`config.mk`:
```
export PLATFORM = sky130hd
export DESIGN_NAME = jb_spi_master_dsa
export DESIGN_NICKNAME = d
export VERILOG_FILES = /design/src/rtl/jb_spi_master_dsa.sv
export SDC_FILE = /design/constraint.sdc
export NUM_CORES = 1
export LEC_CHECK = 0
export CAP_MARGIN = 20
export CELL_PAD_IN_SITES_DETAIL_PLACEMENT = 0
export CELL_PAD_IN_SITES_GLOBAL_PLACEMENT = 1
export CORE_UTILIZATION = 43
export CTS_BUF_LIST = sky130_fd_sc_hd__clkbuf_4
export DETAILED_ROUTE_END_ITERATION = 7
export MAX_ROUTING_LAYER = met4
export PLACE_DENSITY_LB_ADDON = 0.1
export SLEW_MARGIN = 20
export SYNTH_ARGS = -nofsm -noshare
export SYNTH_HDL_FRONTEND = slang
export SYNTH_SLANG_ARGS = --single-unit
```
`constraint.sdc`:
```
create_clock -name clk -period 1.84 [get_ports clk]
set_input_delay 0.276 -clock clk [delete_from_list [all_inputs] [get_ports clk]]
set_output_delay 0.276 -clock clk [all_outputs]
set_load 0.02 [all_outputs]
```
`src/rtl/jb_spi_master_dsa.sv`:
```
// SPI-style DSA programming master: shifts a parallel word out on sclk/mosi, csn doubles as LE.
// Optional JB_SPI_DSA_SKIP_DUP_EN suppresses frames that repeat the last word transmitted.
module jb_spi_master_dsa #(
  parameter int TRN_WIDTH = 8,
  parameter int MSB_FIRST = 0,
  parameter int CLK_DIV   = 4,
  parameter int CSN_SETUP = 2,
  parameter int LE_SETUP  = 2,
  parameter int CSN_GAP   = 3
) (
  input  logic                 clk,
  input  logic                 rst,
  input  logic [TRN_WIDTH-1:0] trn_txd,
  input  logic                 trn_valid,
  output logic                 trn_ready,
  output logic                 busy,
  output logic                 done,
  output logic                 sclk,
  output logic                 csn,
  output logic                 mosi
);

  localparam int M1 = (CLK_DIV > CSN_SETUP) ? CLK_DIV : CSN_SETUP;
  localparam int M2 = (LE_SETUP > CSN_GAP) ? LE_SETUP : CSN_GAP;
  localparam int PH_MAX = (M1 > M2) ? M1 : M2;
  localparam int PH_W = $clog2(PH_MAX) + 1;
  localparam int BIT_W = $clog2(TRN_WIDTH) + 1;

  localparam logic [PH_W-1:0] DIV_L = PH_W'(CLK_DIV - 1);
  localparam logic [PH_W-1:0] SET_L = PH_W'(CSN_SETUP - 1);
  localparam logic [PH_W-1:0] LE_L  = PH_W'(LE_SETUP - 1);
  localparam logic [PH_W-1:0] GAP_L = PH_W'(CSN_GAP - 1);
  localparam logic [BIT_W-1:0] LAST_BIT = BIT_W'(TRN_WIDTH - 1);

  typedef enum logic [2:0] {
    IDLE,
    SETUP,
    HIGH,
    LOW,
    HOLD,
    GAP
  } state_e;

  state_e               state_q;
  logic [PH_W-1:0]      ph_q;
  logic [BIT_W-1:0]     bit_q;
  logic [TRN_WIDTH-1:0] sh_q;
  logic [TRN_WIDTH-1:0] sh_d;
  logic                 first_d;
  logic                 next_d;
  logic                 skip_d;
  logic                 ready_q;
  logic                 busy_q;
  logic                 done_q;
  logic                 sclk_q;
  logic                 csn_q;
  logic                 mosi_q;

  always_comb begin
    sh_d    = '0;
    first_d = 1'b0;
    next_d  = 1'b0;
    if (MSB_FIRST != 0) begin
      sh_d    = sh_q << 1;
      first_d = trn_txd[TRN_WIDTH-1];
      next_d  = sh_q[TRN_WIDTH-2];
    end else begin
      sh_d    = sh_q >> 1;
      first_d = trn_txd[0];
      next_d  = sh_q[1];
    end
  end

`ifdef JB_SPI_DSA_SKIP_DUP_EN
  logic [TRN_WIDTH-1:0] word_q;
  logic [TRN_WIDTH-1:0] last_q;
  logic                 have_q;

  assign skip_d = have_q && (trn_txd == last_q);
`else
  assign skip_d = 1'b0;
`endif

  always_ff @(posedge clk) begin
    done_q <= 1'b0;
    if (rst) begin
      state_q <= IDLE;
      ph_q    <= '0;
      bit_q   <= '0;
      sh_q    <= '0;
      ready_q <= 1'b0;
      busy_q  <= 1'b0;
      sclk_q  <= 1'b0;
      csn_q   <= 1'b1;
      mosi_q  <= 1'b0;
`ifdef JB_SPI_DSA_SKIP_DUP_EN
      have_q  <= 1'b0;
      word_q  <= '0;
      last_q  <= '0;
`endif
    end else begin
      unique case (state_q)
        IDLE: begin
          ready_q <= 1'b1;
          if (trn_valid && ready_q) begin
            ready_q <= 1'b0;
            if (skip_d) begin
              // repeat of the latched word: report completion without touching the bus
              done_q <= 1'b1;
            end else begin
              state_q <= SETUP;
              busy_q  <= 1'b1;
              ph_q    <= SET_L;
              bit_q   <= '0;
              sh_q    <= trn_txd;
              csn_q   <= 1'b0;
              sclk_q  <= 1'b0;
              mosi_q  <= first_d;
`ifdef JB_SPI_DSA_SKIP_DUP_EN
              word_q  <= trn_txd;
`endif
            end
          end
        end
        SETUP: begin
          if (ph_q == '0) begin
            state_q <= HIGH;
            ph_q    <= DIV_L;
            sclk_q  <= 1'b1;
          end else begin
            ph_q <= ph_q - 1'b1;
          end
        end
        HIGH: begin
          if (ph_q == '0) begin
            sclk_q <= 1'b0;
            if (bit_q == LAST_BIT) begin
              state_q <= HOLD;
              ph_q    <= LE_L;
            end else begin
              state_q <= LOW;
              ph_q    <= DIV_L;
              bit_q   <= bit_q + 1'b1;
              sh_q    <= sh_d;
              mosi_q  <= next_d;
            end
          end else begin
            ph_q <= ph_q - 1'b1;
          end
        end
        LOW: begin
          if (ph_q == '0) begin
            state_q <= HIGH;
            ph_q    <= DIV_L;
            sclk_q  <= 1'b1;
          end else begin
            ph_q <= ph_q - 1'b1;
          end
        end
        HOLD: begin
          if (ph_q == '0) begin
            state_q <= GAP;
            ph_q    <= GAP_L;
            csn_q   <= 1'b1;
            mosi_q  <= 1'b0;
            done_q  <= (CSN_GAP == 1);
          end else begin
            ph_q <= ph_q - 1'b1;
          end
        end
        GAP: begin
          if (ph_q == '0) begin
            state_q <= IDLE;
            busy_q  <= 1'b0;
            ready_q <= 1'b1;
`ifdef JB_SPI_DSA_SKIP_DUP_EN
            last_q  <= word_q;
            have_q  <= 1'b1;
`endif
          end else begin
            ph_q   <= ph_q - 1'b1;
            done_q <= (ph_q == PH_W'(1));
          end
        end
        default: state_q <= IDLE;
      endcase
    end
  end

  assign trn_ready = ready_q;
  assign busy      = busy_q;
  assign done      = done_q;
  assign sclk      = sclk_q;
  assign csn       = csn_q;
  assign mosi      = mosi_q;

endmodule
```
* Yosys cells after proc, flatten, opt, wreduce, memory -nomap -nowiden
Index checks and enable logic that the tools add are counted.
** Operators by class
- Multiplexer cells :: 34
- $add $sub $neg :: 2
- Bitwise operators :: 1
- Reductions and logical operators :: 19
- Eq/ne operators :: 14
** Operators with widths (number)
- 3-bit 2-to-1 mux :: 10
- 3-bit one-hot mux with 5 select lines :: 2
- 8-bit 2-to-1 mux :: 3
- 8-bit one-hot mux with 2 select lines :: 1
- 4-bit 2-to-1 mux :: 3
- 2-bit != test, second input constant :: 6
- 5-bit AND reduction :: 2
- 3-bit AND reduction :: 3
- 1-bit 2-to-1 mux :: 8
- 4-bit one-hot mux with 2 select lines :: 1
- 4-bit AND reduction :: 2
- 3-bit by 1-bit == test with 1-bit output, second input constant :: 2
- 3-bit by 2-bit == test with 1-bit output, second input constant :: 2
- 3-bit == test, second input constant :: 2
- 3-bit logical NOT :: 2
- 1-bit one-hot mux with 2 select lines :: 3
- 1-bit one-hot mux with 3 select lines :: 2
- 2-bit nonzero test :: 3
- 3-bit nonzero test :: 2
- 5-bit nonzero test :: 1
- 4-bit by 1-bit adder with 4-bit output, second input constant :: 1
- 4-bit by 3-bit == test with 1-bit output, second input constant :: 1
- 3-bit OR reduction :: 1
- 3-bit by 1-bit subtractor with 3-bit output, second input constant :: 1
- other kinds (6) :: 6
** Storage, ports and cells
- Input bits :: 11
- Output and inout port bits :: 6
- Register bits :: 24
- Word-level logic and storage cells :: 80

* Longest topological paths before layout
- Depth in word-level cells :: 4
- Gate-level depth with buffers :: 8
- Depth with buffers taken out :: 6

* Worst setup path before layout
No wires, ideal clock.
- Kind :: register to register
- Start :: reg ph_q[0]
- End :: reg bit_q[2]
- Data arrival time :: 1597 ps
- Buffers on the path :: 2
- Cell stages (with the launch flop) :: 9
- Data required time :: 1774 ps
- Period minus slack after synthesis :: 1664 ps
- Setup slack :: 176 ps
- Library setup time :: 66 ps
- Cells stage by stage :: dfxtp_1 > inv_1 > ha_1 > nor2b_2 > buf_4 > a31oi_4 > buf_6 > or3_1 > a21oi_2
** On the way
- Longest elaborated chain between the ends :: 3
** RTL lines
- from (decl) :: RTL line 45 : logic [PH_W-1:0] ph_q;
- from (signal assigned) :: RTL line 131 : ph_q <= ph_q - 1'b1;
- from (signal assigned) :: RTL line 148 : ph_q <= ph_q - 1'b1;
- from (signal assigned) :: RTL line 157 : ph_q <= ph_q - 1'b1;
- 3-bit logical NOT :: RTL line 135 : if (ph_q == '0) begin
- 2-bit != test (no source line)
- 4-bit AND reduction (no source line)
- to (signal assigned) :: RTL line 143 : bit_q <= bit_q + 1'b1;
- to (decl) :: RTL line 46 : logic [BIT_W-1:0] bit_q;
No other way between the ends.
A chain may end at the register's enable or synchronous reset.

* Final worst setup path
- Start :: reg ready_q, in the netlist trn_ready
- End :: out trn_ready
** RTL lines
- from (decl) :: RTL line 52 : logic ready_q;
- from (signal assigned) :: RTL line 91 : ready_q <= 1'b0;
- from (signal assigned) :: RTL line 104 : ready_q <= 1'b1;
- from (signal assigned) :: RTL line 106 : ready_q <= 1'b0;
- to (decl) :: RTL line 15 : output logic trn_ready,
No word-level cell between the ends.

==> flow_summary.ini <==
[grt]
grt_pass1_wl_um = 5060
met1_usage_pct = 26.8
busiest_layer = met2
grt_usage_pct = 19.7
grt_max_degree = 22
grt.overflow.total = 0
grt_pass1_vias = 1109
antenna_found_initial = 0
met3_usage_pct = 3.13
grt_use_met2_pct = 30.7

[synth]
netlist_area_um2 = 1340
synth-edff-count = 0
synth_top_cell_by_area = dfxtp_1
ys_ff_latch = 23
syn_area_per_cell_um2 = 8.48
ys_warn_count = 0
yosys-top-cells-area = dfxtp_1 34%, a21oi_1 6.3%, o21ai_0 5.6%
ys.flop_type = dfxtp_1
seq_area_frac_synth_pct = 34.4
syn-num-nets = 173
syn_inst = 158
async_flop_share_pct = 0
synth_top_cells_by_count = 23 x dfxtp_1, 17 x a21oi_1, 15 x o21ai_0, 10 x or3_1, 9 x nand2_1
yosysUniqueCellTypes = 47
yosysMostFrequentCell = dfxtp_1
synth_top_area_share_pct = 34.4

[die]
core_um2 = 2850
initial_core_util_pct = 47.0
fp-row-count = 19
die_area_um2 = 3340
ios = 17
die_h_um = 57.8
die_w_um = 57.8

[clocking]
root_buffer = clkbuf_4
cts_buffers = 3
clk_pin_slew_ns = 0.13
clk_latency_ns = 0.31
holdBufCountCts = 0
htree_levels = 1
cts_sinks = 23
ctsLongestPathBuffers = 2
cts_tree = built

[sta]
finalSetupTns_ns = 0
period_share_pct = 94.0
tightest_slew_ns = 0.543
min_period_ns = 1.73
rsz0062_at_grt = no
drv_slew = 0
skew_ns = 0.00351
fmax_mhz = 578
max_slew_margin_pct = 63.7
final-setup-viol-count = 0
hold_viol_final = 0

[hold_path]
min-delay-start = csn
min_path_type = register to register
hold-path-cell-count = 1
worstHoldEndpoint = csn

[run]
cap_violations = 0

[drt]
avgViaCountPerCell = 5.88
drc = 2
ant_nets = 0
wl_per_cell_um = 14.8
wirelength_um = 3250
vias = 1287
dr.first_iter.drc_count = 52
dr.pass1.iters = 8

[final_layout]
drive_above_1_share_pct = 18.6
insertedDiodeCount = 0
stdcell_count = 219
areaGrowthSynthToFinish_pct = 25.5
finalNetCount = 204
fillCellCount = 276

[worst_setup_path]
r2r-start = ph_q[1]
cp_data_arrival_time_ns = 1.45
r2r-end = state_q[0]
worstPathMaxFanout = 9
cp_top_family = buffers and inverters
slowest_delay_ns = 0.65
path_buf_inv = 1
cp.depth = 1
critPathCaptureType = output port
crit_chain = clkdlybuf4s50_1
reg2reg_depth = 6
start_kind = register
critPathSlowestCell = clkdlybuf4s50_1
required_ns = 1.56
path_class = register to output port
r2r_slack_ns = 0.19

[placement]
post-dp-hpwl_um = 2220
gp_congestion = 0.866
io_buffers = 16
dp_cells = 211

[power_and_ir_drop]
peakVddDrop_mv = 0.805
p_per_area_nw_per_um2 = 1500
leakage_uw = 0.000607

[outcome]
violations = design-rule violations
outcome = finished, violations left
==> how the worst max path moves through the flow <==
stage | startpoint | endpoint | slack, ns
detailed placement | trn_valid | sh_q[3] | 0.04
global placement | trn_valid | bit_q[2] | 0.08
global route | ph_q[1] | sh_q[2] | 0.007
floorplan | ph_q[0] | bit_q[2] | 0.18
finish | trn_ready | trn_ready | 0.11
CTS | bit_q[0] | bit_q[2] | 0.05
==> repair_timing <==
item	in CTS	in global routing
resized for setup	0	3
setup buffers	0	3
endpoints found under the setup margin	0	12
==> power breakdown <==
part,switching (uW),total (uW),internal (uW)
clock network,158,239,81.2
registers,140,770,630
logic,795,1510,716
==> placed cells by master, fill, tap and decap left out, types with 2 or more instances in the layout <==
cell type / instances
nand2b_1: 3
dfxtp_1: 23
nor4_1: 2
clkdlybuf4s50_1: 16
nand3_1: 2
a211oi_1: 4
nand2_1: 9
a31oi_4: 2
o21ai_0: 15
nand4_1: 2
o31ai_1: 2
a21oi_1: 17
buf_4: 23
and3b_1: 2
clkbuf_4: 3
or3_1: 10
inv_1: 5
nor2_1: 7
a31oi_1: 3
ha_1: 4
nand3b_1: 2
mux2i_1: 7
nor3_1: 3
==> through the flow <==
step	instance area [um2]	utilization [%]	total power, uW	hold slack (ns)	setup slack (ns)
after floorplan	1340	-	1730	0.443	0.176
after global placement	1600	56.1	2160	0.448	0.0783
after detailed placement	1600	56.1	2160	0.455	0.0397
after global routing	1680	58.9	2740	0.506	0.00669
after CTS	1630	57.1	2410	0.486	0.0502
final	1680	58.9	2520	0.479	0.111
==> state kept, by name (all words and copies together), names as in the netlist <==
name       flops
state_q        3
trn_ready      1
mosi           1
busy           1
sh_q           7
sclk           1
done           1
bit_q          4
csn            1
ph_q           3
==> final cells by class <==
cell class                 instances  area [um2]  area share (%)
tap                               31        38.8            2.31
clock inverter                     1        5.00           0.298
multi-input combinational        117         803            47.8
sequential                        23         460            27.4
inverter                           5        18.8            1.12
clock buffer                       3        22.5            1.34
timing repair buffer              39         333            19.8
==> cell families after synthesis <==
kind of cell	after synthesis	synth area share (%)
adders and majority gates	4	3.73
and+or+nand+nor	49	21.1
AOI/OAI and AO/OA	56	27.5
DFF	23	34.4
buffers and inverters	19	8.03
muxes	7	5.23
==> layer usage <==
metal  routed length [um]  vias up  share of wire [%]
met2                 1510       42                 46
met5                    0        -                  0
met3                  183        2                5.6
li1                     -      656                  -
met1                 1540      587                 47
met4                   20        0               0.62
(Power assumes the default switching activity.)
